$ cat src/rtl/custom_divide.sv
// Nios II multicycle custom instruction: unsigned restoring shift-subtract divider.
// Define CUSTOM_DIV_REMAINDER_EN to add the n port, which selects remainder (n=1) or quotient (n=0).
module custom_divide #(
    parameter int unsigned WIDTH = 32
) (
    input  logic             clk,
    input  logic             reset,
    input  logic             clk_en,
    input  logic             start,
    input  logic [WIDTH-1:0] dataa,
    input  logic [WIDTH-1:0] datab,
`ifdef CUSTOM_DIV_REMAINDER_EN
    input  logic             n,
`endif
    output logic             done,
    output logic [WIDTH-1:0] result
);

    localparam int unsigned CW = $clog2(WIDTH + 1);

    typedef enum logic [1:0] {
        S_IDLE   = 2'd0,
        S_CALC   = 2'd1,
        S_FINISH = 2'd2
    } state_e;

    state_e           state_q, state_d;
    logic [WIDTH-1:0] quot_q, quot_d;
    logic [WIDTH-1:0] rem_q, rem_d;
    logic [WIDTH-1:0] div_q, div_d;
    logic [CW-1:0]    count_q, count_d;
    logic             sel_q, sel_d;
    logic             done_q, done_d;
    logic [WIDTH-1:0] result_q, result_d;

    logic             sel_in;
    logic [WIDTH-1:0] rem_s;
    logic [WIDTH:0]   trial;

`ifdef CUSTOM_DIV_REMAINDER_EN
    assign sel_in = n;
`else
    assign sel_in = 1'b0;
`endif

    // State, datapath and output registers; clk_en freezes everything.
    always_ff @(posedge clk or posedge reset) begin
        if (reset) begin
            state_q  <= S_IDLE;
            quot_q   <= '0;
            rem_q    <= '0;
            div_q    <= '0;
            count_q  <= '0;
            sel_q    <= 1'b0;
            done_q   <= 1'b0;
            result_q <= '0;
        end else if (clk_en) begin
            state_q  <= state_d;
            quot_q   <= quot_d;
            rem_q    <= rem_d;
            div_q    <= div_d;
            count_q  <= count_d;
            sel_q    <= sel_d;
            done_q   <= done_d;
            result_q <= result_d;
        end
    end

    // Next-state logic and one restoring-division step per CALC cycle.
    always_comb begin
        state_d  = state_q;
        quot_d   = quot_q;
        rem_d    = rem_q;
        div_d    = div_q;
        count_d  = count_q;
        sel_d    = sel_q;
        done_d   = 1'b0;
        result_d = result_q;

        rem_s = {rem_q[WIDTH-2:0], quot_q[WIDTH-1]};
        trial = {1'b0, rem_s} - {1'b0, div_q};

        unique case (state_q)
            S_IDLE: begin
                // A start coinciding with the done pulse waits one more cycle.
                if (start && !done_q) begin
                    sel_d   = sel_in;
                    div_d   = datab;
                    count_d = CW'(WIDTH);
                    if (datab == '0) begin
                        quot_d  = '1;
                        rem_d   = dataa;
                        state_d = S_FINISH;
                    end else begin
                        quot_d  = dataa;
                        rem_d   = '0;
                        state_d = S_CALC;
                    end
                end
            end
            S_CALC: begin
                quot_d  = {quot_q[WIDTH-2:0], ~trial[WIDTH]};
                rem_d   = trial[WIDTH] ? rem_s : trial[WIDTH-1:0];
                count_d = count_q - CW'(1);
                if (count_q == CW'(1)) begin
                    state_d = S_FINISH;
                end
            end
            S_FINISH: begin
                done_d   = 1'b1;
                result_d = sel_q ? rem_q : quot_q;
                state_d  = S_IDLE;
            end
            default: begin
                state_d = S_IDLE;
            end
        endcase
    end

    assign done   = done_q;
    assign result = result_q;

endmodule

$ cat config.mk
export PLATFORM = sky130hd
export DESIGN_NAME = custom_divide
export DESIGN_NICKNAME = d
export VERILOG_FILES = /design/src/rtl/custom_divide.sv
export SDC_FILE = /design/constraint.sdc
export NUM_CORES = 1
export LEC_CHECK = 0
export ABC_AREA = 0
export BUFFER_PORTS_ARGS = -buffer_cell sky130_fd_sc_hd__buf_2
export CAP_MARGIN = 20
export CORE_UTILIZATION = 53
export DETAILED_ROUTE_END_ITERATION = 10
export PLACE_DENSITY = 0.77
export SLEW_MARGIN = 0
export SYNTH_ARGS = -nofsm -noshare
export SYNTH_HDL_FRONTEND = slang
export SYNTH_SLANG_ARGS = --single-unit
$ cat constraint.sdc
create_clock -name clk -period 4.85 [get_ports clk]
set_clock_uncertainty 0.1 [all_clocks]
set_input_delay 0.97 -clock clk [delete_from_list [all_inputs] [get_ports clk]]
set_output_delay 0.97 -clock clk [all_outputs]
set_load 0.02 [all_outputs]
## Word level (Yosys, flattened, before mapping)

Cells that the tools add are included.

| storage, ports and cells | value |
|---|---|
| bits of input ports | 68 |
| latch bits | 0 |
| memories kept | 0 |
| logic and storage cells | 38 |
| register bits | 136 |
| memory bits (read-only) | 0 |
| bits in writable memories | 0 |
| output and inout bits | 33 |

| cells by class | value |
|---|---|
| multiplexer cells | 14 |
| div/mod/pow operators | 0 |
| $add $sub $neg | 2 |
| reduce and logical (&&, ||, !) cells | 9 |
| equal/unequal tests | 5 |
| shifts and indexed selects | 0 |
| multiply operators | 0 |
| magnitude comparators | 0 |
| bitwise operators | 1 |

Operator list:

| kind | count |
|---|---|
| two-way mux 31 bit | 3 |
| two-way mux 32 bit | 2 |
| case mux 32 bit (2 select lines) | 1 |
| case mux 31 bit (2 select lines) | 1 |
| subtractor 32 x 32 -> 33 bit | 1 |
| logical NOT 32 bit | 1 |
| case mux 6 bit (2 select lines) | 1 |
| AND reduction 3 bit | 3 |
| == test 6 x 1 -> 1 bit, second input constant | 1 |
| two-way mux 2 bit | 3 |
| two-way mux 6 bit | 1 |
| subtractor 6 x 1 -> 6 bit, second input constant | 1 |
| inequality test 2 bit, second input constant | 2 |
| case mux 2 bit (2 select lines) | 1 |
| == test 2 x 1 -> 1 bit, second input constant | 1 |
| == test 2 bit, second input constant | 1 |
| logical NOT 2 bit | 1 |
| AND reduction 2 bit | 1 |
| nonzero test 2 bit | 1 |
| logical AND 1 bit | 1 |
| logical NOT 1 bit | 1 |
| two-way mux 1 bit | 1 |
| inverter 1 bit | 1 |

## Depth between registers and ports, before layout

Gate-level depths: netlist (run 1).

| logic depth | value |
|---|---|
| word-level depth | 4 |
| gate-level depth with buffers | 13 |
| mapped depth without buffers | 12 |

## Worst setup path after synthesis (run 1)

OpenSTA, ideal clock, no wires.

| timing path | value |
|---|---|
| kind | flip-flop to flip-flop |
| from | register quot_q[31] |
| to | register rem_q[19] |
| library setup time | 138 ps |
| stages on the path, launching flop included | 13 |
| data arrival time | 2759 ps |
| setup slack | 1853 ps |
| buffers on the path | 1 |
| clock period less this slack | 2997 ps |
| required time | 4612 ps |
| cells stage by stage | dfrtp_1 -> inv_1 -> ha_1 -> fa_1 -> nand2b_1 -> a21oi_2 -> o21ai_1 -> a21o_1 -> o31a_4 -> o31ai_4 -> buf_6 -> mux2i_1 -> o22ai_1 |

| between the ends | value |
|---|---|
| longest elaborated chain between the ends | 3 |

Ends and longest elaborated chain:

| what | line | text |
|---|---|---|
| start: declaration | 28 | `logic [WIDTH-1:0] quot_q, quot_d;` |
| start signal: assignment | 59 | `quot_q <= quot_d;` |
| subtractor 32 x 32 -> 33 bit | 81 | `trial = {1'b0, rem_s} - {1'b0, div_q};` |
| two-way mux 31 bit | 103 | `rem_d = trial[WIDTH] ? rem_s : trial[WIDTH-1:0];` |
| case mux 31 bit (2 select lines) | 83 | `unique case (state_q)` |
| end signal: assignment | 60 | `rem_q <= rem_d;` |
| end: declaration | 29 | `logic [WIDTH-1:0] rem_q, rem_d;` |

Every way passes these cells.
A chain may end at the register's enable or synchronous reset.

## Worst setup path after layout (run 1)

| timing path | value |
|---|---|
| from | register quot_q[31] |
| to | register rem_q[20] |

Same word-level chain as after synthesis.

==> results.py, run 1 <==
metrics = {
    "status": {
        "status": "finished, final reports clean",
    },
    "global_routing": {
        "grt_max_degree": 58,
        "grt_pass1_wl_um": 31300,
        "grt_use_total_pct": 27.3,
        "antenna_found_initial": 0,
        "grt_pass1_vias": 6527,
        "overflow": 0,
    },
    "cts": {
        "cts_tree": "done",
        "cts_setup_buffers": 0,
        "cts_resized": 0,
        "clkLatencyLatePin_ns": 0.43,
        "cts-buffers-inserted": 17,
        "cts_buffer_depth": 2,
        "cts.hold.buffers_added": 0,
        "clock_tree.root_cell": "clkbuf_16",
        "numClockSinks": 136,
        "h-tree-depth": 4,
        "cts.clk_slew.worst_paths_ns": 0.06,
    },
    "place": {
        "io_buffers": 100,
        "place_ws_ns": 1.21,
        "dp.cells": 1111,
        "place_congestion": 0.912,
        "dpl.hpwl_um": 13700,
    },
    "synth": {
        "ys_warn_count": 0,
        "synth_area_sq_um": 7740,
        "synth-async-reset-ratio_pct": 100,
        "yosys.area.top_type_share_pct": 44.0,
        "ys.flop_type": "dfrtp_1",
        "synth_cell_types": 57,
        "synth_largest_area_cell": "dfrtp_1",
        "postSynthAreaPerCell_sq_um": 8.91,
        "synth_edf_count": 0,
        "netlist_instances": 869,
        "ys_ff_latch": 136,
        "synth_nets": 972,
        "ys_seq_area_share_pct": 44.0,
        "ys_top_cells_by_area": "dfrtp_1 44%, ha_1 5.5%, a21oi_1 5.2%, nand2_1 4.8%, mux2_2 4.7%",
    },
    "floorplanning": {
        "die_w_um": 123,
        "initial_core_util_pct": 55.1,
        "die-area_sq_um": 15100,
        "rows": 43,
        "io-pin-count": 101,
        "fp.dieH_um": 123,
        "coreArea_sq_um": 14000,
    },
    "timing": {
        "finalHoldViolations": 0,
        "slew_violations": 0,
        "min_period_ns": 3.68,
        "tns_ns": 0,
        "grt_setup_unrepaired": "no",
        "finalCritPeriodShare_pct": 76.0,
        "tightest_slew_ns": 0.928,
        "setup_ws_ns": 1.17,
        "setup_viol": 0,
        "relSlewSlack_pct": 38.0,
        "max_freq_ghz": 0.271,
    },
    "detailed_routing": {
        "drtAntennaViolNets": 0,
        "firstDrtPassIters": 7,
        "wl_per_cell_um": 16.9,
        "drc_errors": 0,
        "num_vias": 6779,
        "drt_iter0_drc": 512,
        "finalWirelength_um": 19400,
        "vias_per_cell": 5.93,
    },
    "job": {
        "maxCapViolCount": 0,
    },
    "finish": {
        "synthToLayoutAreaGrowth_pct": 16.9,
        "final_cell_mix": "136 x dfrtp_1, 100 x buf_2, 98 x nand2_1, 84 x nor2_1, 81 x a21oi_1",
        "antenna_cells": 0,
        "fin_cells": 1144,
        "layout_commonest_cell": "dfrtp_1",
        "drive_gt1_share_pct": 19.8,
        "finalNetCount": 1054,
    },
    "critical_path": {
        "crit_path_top_delay_cell": "o31ai_4",
        "cp_num_buf_inv": 2,
        "crit_arrival_ns": 3.88,
        "start_kind": "flip-flop",
        "crit_path_max_fanout": 16,
        "crit_chain": "inv_1 -> ha_1 -> fa_1 -> nand2b_1 -> a21oi_2 -> o21ai_1 -> a21o_1 -> o31a_4 -> o31ai_4 -> buf_4 -> nor2_1 -> a221oi_1 -> a21oi_1",
        "crit_type": "reg2reg",
        "end_kind": "flip-flop",
        "crit_family": "compound AO/OA/AOI/OAI gates",
        "required_ns": 5.05,
        "cpPeakStageDelay_ns": 0.51,
    },
    "power": {
        "ir_worst_vdd_mv": 0.444,
        "fin_total_pwr_w": 0.00800,
        "power_density_nw_per_um2": 884,
        "p_leak_nw": 4.24,
    },
    "worst_hold_path": {
        "hp-class": "reg2reg",
    },
}
==> Yosys cell counts (3+ instances only) <==
cell,n
clkbuf_1,37
buf_2,5
xnor2_1,16
buf_1,5
ha_1,34
nand3_1,7
nand2_1,98
a21oi_1,81
nor3_1,38
nor2_1,86
nor2b_1,4
o2111ai_1,3
a31oi_1,6
xor2_1,13
o31ai_1,33
a21o_1,14
inv_1,49
mux2i_1,6
mux2_2,32
and3_1,5
o211ai_1,6
o21ai_1,5
o21a_1,4
a211oi_1,5
o22ai_1,19
nor4_1,11
o21bai_1,3
nand2b_1,6
dfrtp_1,136
o21ai_0,61
or3_1,4
==> flip-flops by register name, indices dropped and copies added (netlist names) <==
name and flops:
quot_q 32, rem_q 31, state_q 2, result 32, done 1, count_q 6
div_q 32
==> worst paths after layout <==
path | slack, ns | end | cells after the start | from
worst max-delay path | 1.17 | rem_q[20]$_DFFE_PP0P_ | 13 | quot_q[31]$_DFFE_PP0P_
worst min-delay path | 0.40 | result[23]$_DFFE_PP0P_ | 1 | result[23]$_DFFE_PP0P_
worst max register to register | 1.17 | rem_q[20]$_DFFE_PP0P_ | 13 | quot_q[31]$_DFFE_PP0P_
worst min register to register | 0.40 | result[23]$_DFFE_PP0P_ | 1 | result[23]$_DFFE_PP0P_
max in group asynchronous | 3.06 | rem_q[20]$_DFFE_PP0P_ | 3 | reset
min in group asynchronous | 0.55 | result[23]$_DFFE_PP0P_ | 2 | reset
==> kinds of logic after synthesis <==
kind of cell | share of synthesized area (%)
xor gates and xnor gates | 3.28
and+or+nand+nor | 15.9
adders and majority gates | 5.75
muxes | 5.43
AOI/OAI and AO/OA | 20.5
buffers and inverters | 5.12
DFF | 44.0
==> stage by stage <==
step / area (sq um) / hold WS [ns] / util, %
2_1_floorplan: 7740 / 0.367 / -
3_3_place_gp: 8380 / 0.383 / 59.7
3_5_place_dp: 8380 / 0.388 / 59.7
4_1_cts: 9020 / 0.400 / 64.2
5_1_grt: 9050 / 0.415 / 64.4
6_report: 9050 / 0.401 / 64.4
==> report_power, final <==
| part | leakage [nW] | internal, W | switching [W] |
|---|---|---|---|
| registers | 1.67 | 0.00169 | 0.000392 |
| logic | 2.27 | 0.00181 | 0.00272 |
| clock network | 0.305 | 0.000900 | 0.000494 |
==> metal layers <==
layer	share of wire, %	track usage (%)	routed length (um)	vias up
li1	-	-	-	3245
met1	42	33.9	8210	3262
met2	49	46.1	9580	232
met3	5.9	6.09	1150	40
met4	2.3	10.7	447	0
met5	0	0	0	-
==> layout make-up <==
cell class              instances  area (sq um)
well taps                     180           225
multi-input cells             634          3980
clock buffers                  21           470
clock inverters                11           170
fillers                      1154          4990
repair buffers                113           618
flip-flops and latches        136          3400
inverters                      49           186
No activity file was read; power rests on OpenSTA's default activity.
==> run 2, diff against run 1 <==
CORE_UTILIZATION = 59   (was 53)
PLACE_DENSITY = 0.81   (was 0.77)
clock period = 3.8 ns   (was 4.85 ns; I/O delays follow)
==> results.py, run 2 (synthesis gave the netlist of run 1 again) <==
metrics = {
    "status": {
        "status": "finished, final reports clean",
    },
    "timing": {
        "slew_violations": 0,
        "finalCritPeriodShare_pct": 87.8,
        "setup_viol": 0,
        "max_freq_ghz": 0.300,
        "tns_ns": 0,
        "relSlewSlack_pct": 42.7,
        "grt_setup_unrepaired": "no",
        "setup_ws_ns": 0.463,
        "finalHoldViolations": 0,
        "min_period_ns": 3.34,
        "tightest_slew_ns": 0.858,
    },
    "floorplanning": {
        "die_w_um": 117,
        "initial_core_util_pct": 60.8,
        "coreArea_sq_um": 12700,
        "rows": 41,
        "fp.dieH_um": 117,
        "io-pin-count": 101,
        "die-area_sq_um": 13600,
    },
    "cts": {
        "cts.hold.buffers_added": 0,
        "h-tree-depth": 4,
        "numClockSinks": 136,
        "clkLatencyLatePin_ns": 0.43,
        "clock_tree.root_cell": "clkbuf_16",
        "cts_buffer_depth": 2,
        "cts.clk_slew.worst_paths_ns": 0.06,
        "cts_setup_buffers": 0,
        "cts_resized": 0,
        "cts-buffers-inserted": 17,
        "cts_tree": "done",
    },
    "power": {
        "p_switching_w": 0.00464,
        "seq_power_share_pct": 25.7,
        "power_density_nw_per_um2": 1130,
        "p_sw_share_pct": 45.1,
        "p_leak_nw": 4.26,
        "intPower_w": 0.00564,
        "combPwrFrac_pct": 56.3,
        "ir_worst_vdd_mv": 0.691,
        "clockPowerShare_pct": 17.9,
        "fin_total_pwr_w": 0.0103,
    },
    "global_routing": {
        "grt_use_total_pct": 31.1,
        "grt_max_degree": 137,
        "antenna_found_initial": 0,
        "grt_pass1_vias": 6521,
        "overflow": 0,
        "grt_pass1_wl_um": 31800,
    },
    "detailed_routing": {
        "drt_iter0_drc": 502,
        "wl_per_cell_um": 17.1,
        "vias_per_cell": 5.99,
        "num_vias": 6819,
        "firstDrtPassIters": 5,
        "finalWirelength_um": 19500,
        "drtAntennaViolNets": 0,
        "drc_errors": 0,
    },
    "finish": {
        "final_cell_mix": "136 x dfrtp_1, 100 x buf_2, 98 x nand2_1, 84 x nor2_1, 81 x a21oi_1",
        "antenna_cells": 0,
        "layout_commonest_cell": "dfrtp_1",
        "fillers": 1014,
        "finalNetCount": 1057,
        "drive_gt1_share_pct": 20.0,
        "synthToLayoutAreaGrowth_pct": 17.2,
        "register_area_sq_um": 3400,
        "multi_input_area_sq_um": 3980,
        "utilization_pct": 71.3,
    },
    "critical_path": {
        "crit_type": "reg2reg",
        "crit_path_max_fanout": 32,
        "crit_arrival_ns": 3.59,
        "start_kind": "flip-flop",
        "required_ns": 4.05,
        "end_kind": "flip-flop",
    },
    "place": {
        "io_buffers": 100,
        "place_ws_ns": 0.527,
        "place_congestion": 0.890,
        "dpl.hpwl_um": 13400,
    },
    "job": {
        "maxCapViolCount": 0,
    },
    "worst_hold_path": {
        "hp-class": "reg2reg",
    },
}
[run 2: cell types whose count changed in the layout (fill, tap and decap cells not counted), sizes merged]
cell,change
clkinvlp,-1
bufinv,+1
buf,+3
[run 2: worst paths after layout]
path / slack (ns) / depth (start not counted) / from / end
max: 0.46 / 12 / quot_q[31]$_DFFE_PP0P_ / rem_q[27]$_DFFE_PP0P_
min: 0.40 / 2 / quot_q[15]$_DFFE_PP0P_ / quot_q[15]$_DFFE_PP0P_
max reg2reg: 0.46 / 12 / quot_q[31]$_DFFE_PP0P_ / rem_q[27]$_DFFE_PP0P_
min reg2reg: 0.40 / 2 / quot_q[15]$_DFFE_PP0P_ / quot_q[15]$_DFFE_PP0P_
max in group asynchronous: 2.64 / 3 / reset / div_q[7]$_DFFE_PP0P_
min in group asynchronous: 0.44 / 3 / reset / result[22]$_DFFE_PP0P_
[run 2: power by group through the flow]
stage               logic [W]  clock network, W  registers [W]
global route          0.00646           0.00191        0.00272
CTS                   0.00575           0.00186        0.00264
floorplan             0.00431                 0        0.00269
global placement      0.00550                 0        0.00263
finish                0.00579           0.00184        0.00264
detailed placement    0.00565                 0        0.00265
[run 2: layout make-up]
type	count	area share, %
Clock inverter	11	2.14
Tap cell	172	2.37
Timing Repair Buffer	116	6.98
Multi-Input combinational cell	634	43.8
Clock buffer	21	5.08
Sequential cell	136	37.5
Inverter	49	2.07
[run 2: worst max-delay path, stage by stage (launching register included)]
cell and delay [ns]:
dfrtp_1 0.35, inv_1 0.07, ha_1 0.23, fa_1 0.40, nand2b_1 0.20, a21oi_2 0.19, o21ai_1 0.12, a21o_1 0.25
o31a_4 0.34, o31a_1 0.30, buf_4 0.24, a311o_1 0.34, a31oi_1 0.13
[run 2: stage by stage]
stage	hold WS, ns	instances	area [sq um]
finish	0.397	1139	9070
global route	0.418	1139	9070
CTS	0.401	1139	9070
detailed placement	0.387	1107	8410
global placement	0.382	1107	8410
floorplan	0.367	869	7740
[run 2: layer usage]
layer / vias up / routed length [um] / track usage [%]
li1: 3247 / - / -
met1: 3286 / 7960 / 38.0
met2: 241 / 9860 / 53.1
met3: 45 / 1200 / 7.11
met4: 0 / 497 / 13.0
met5: - / 0 / 0
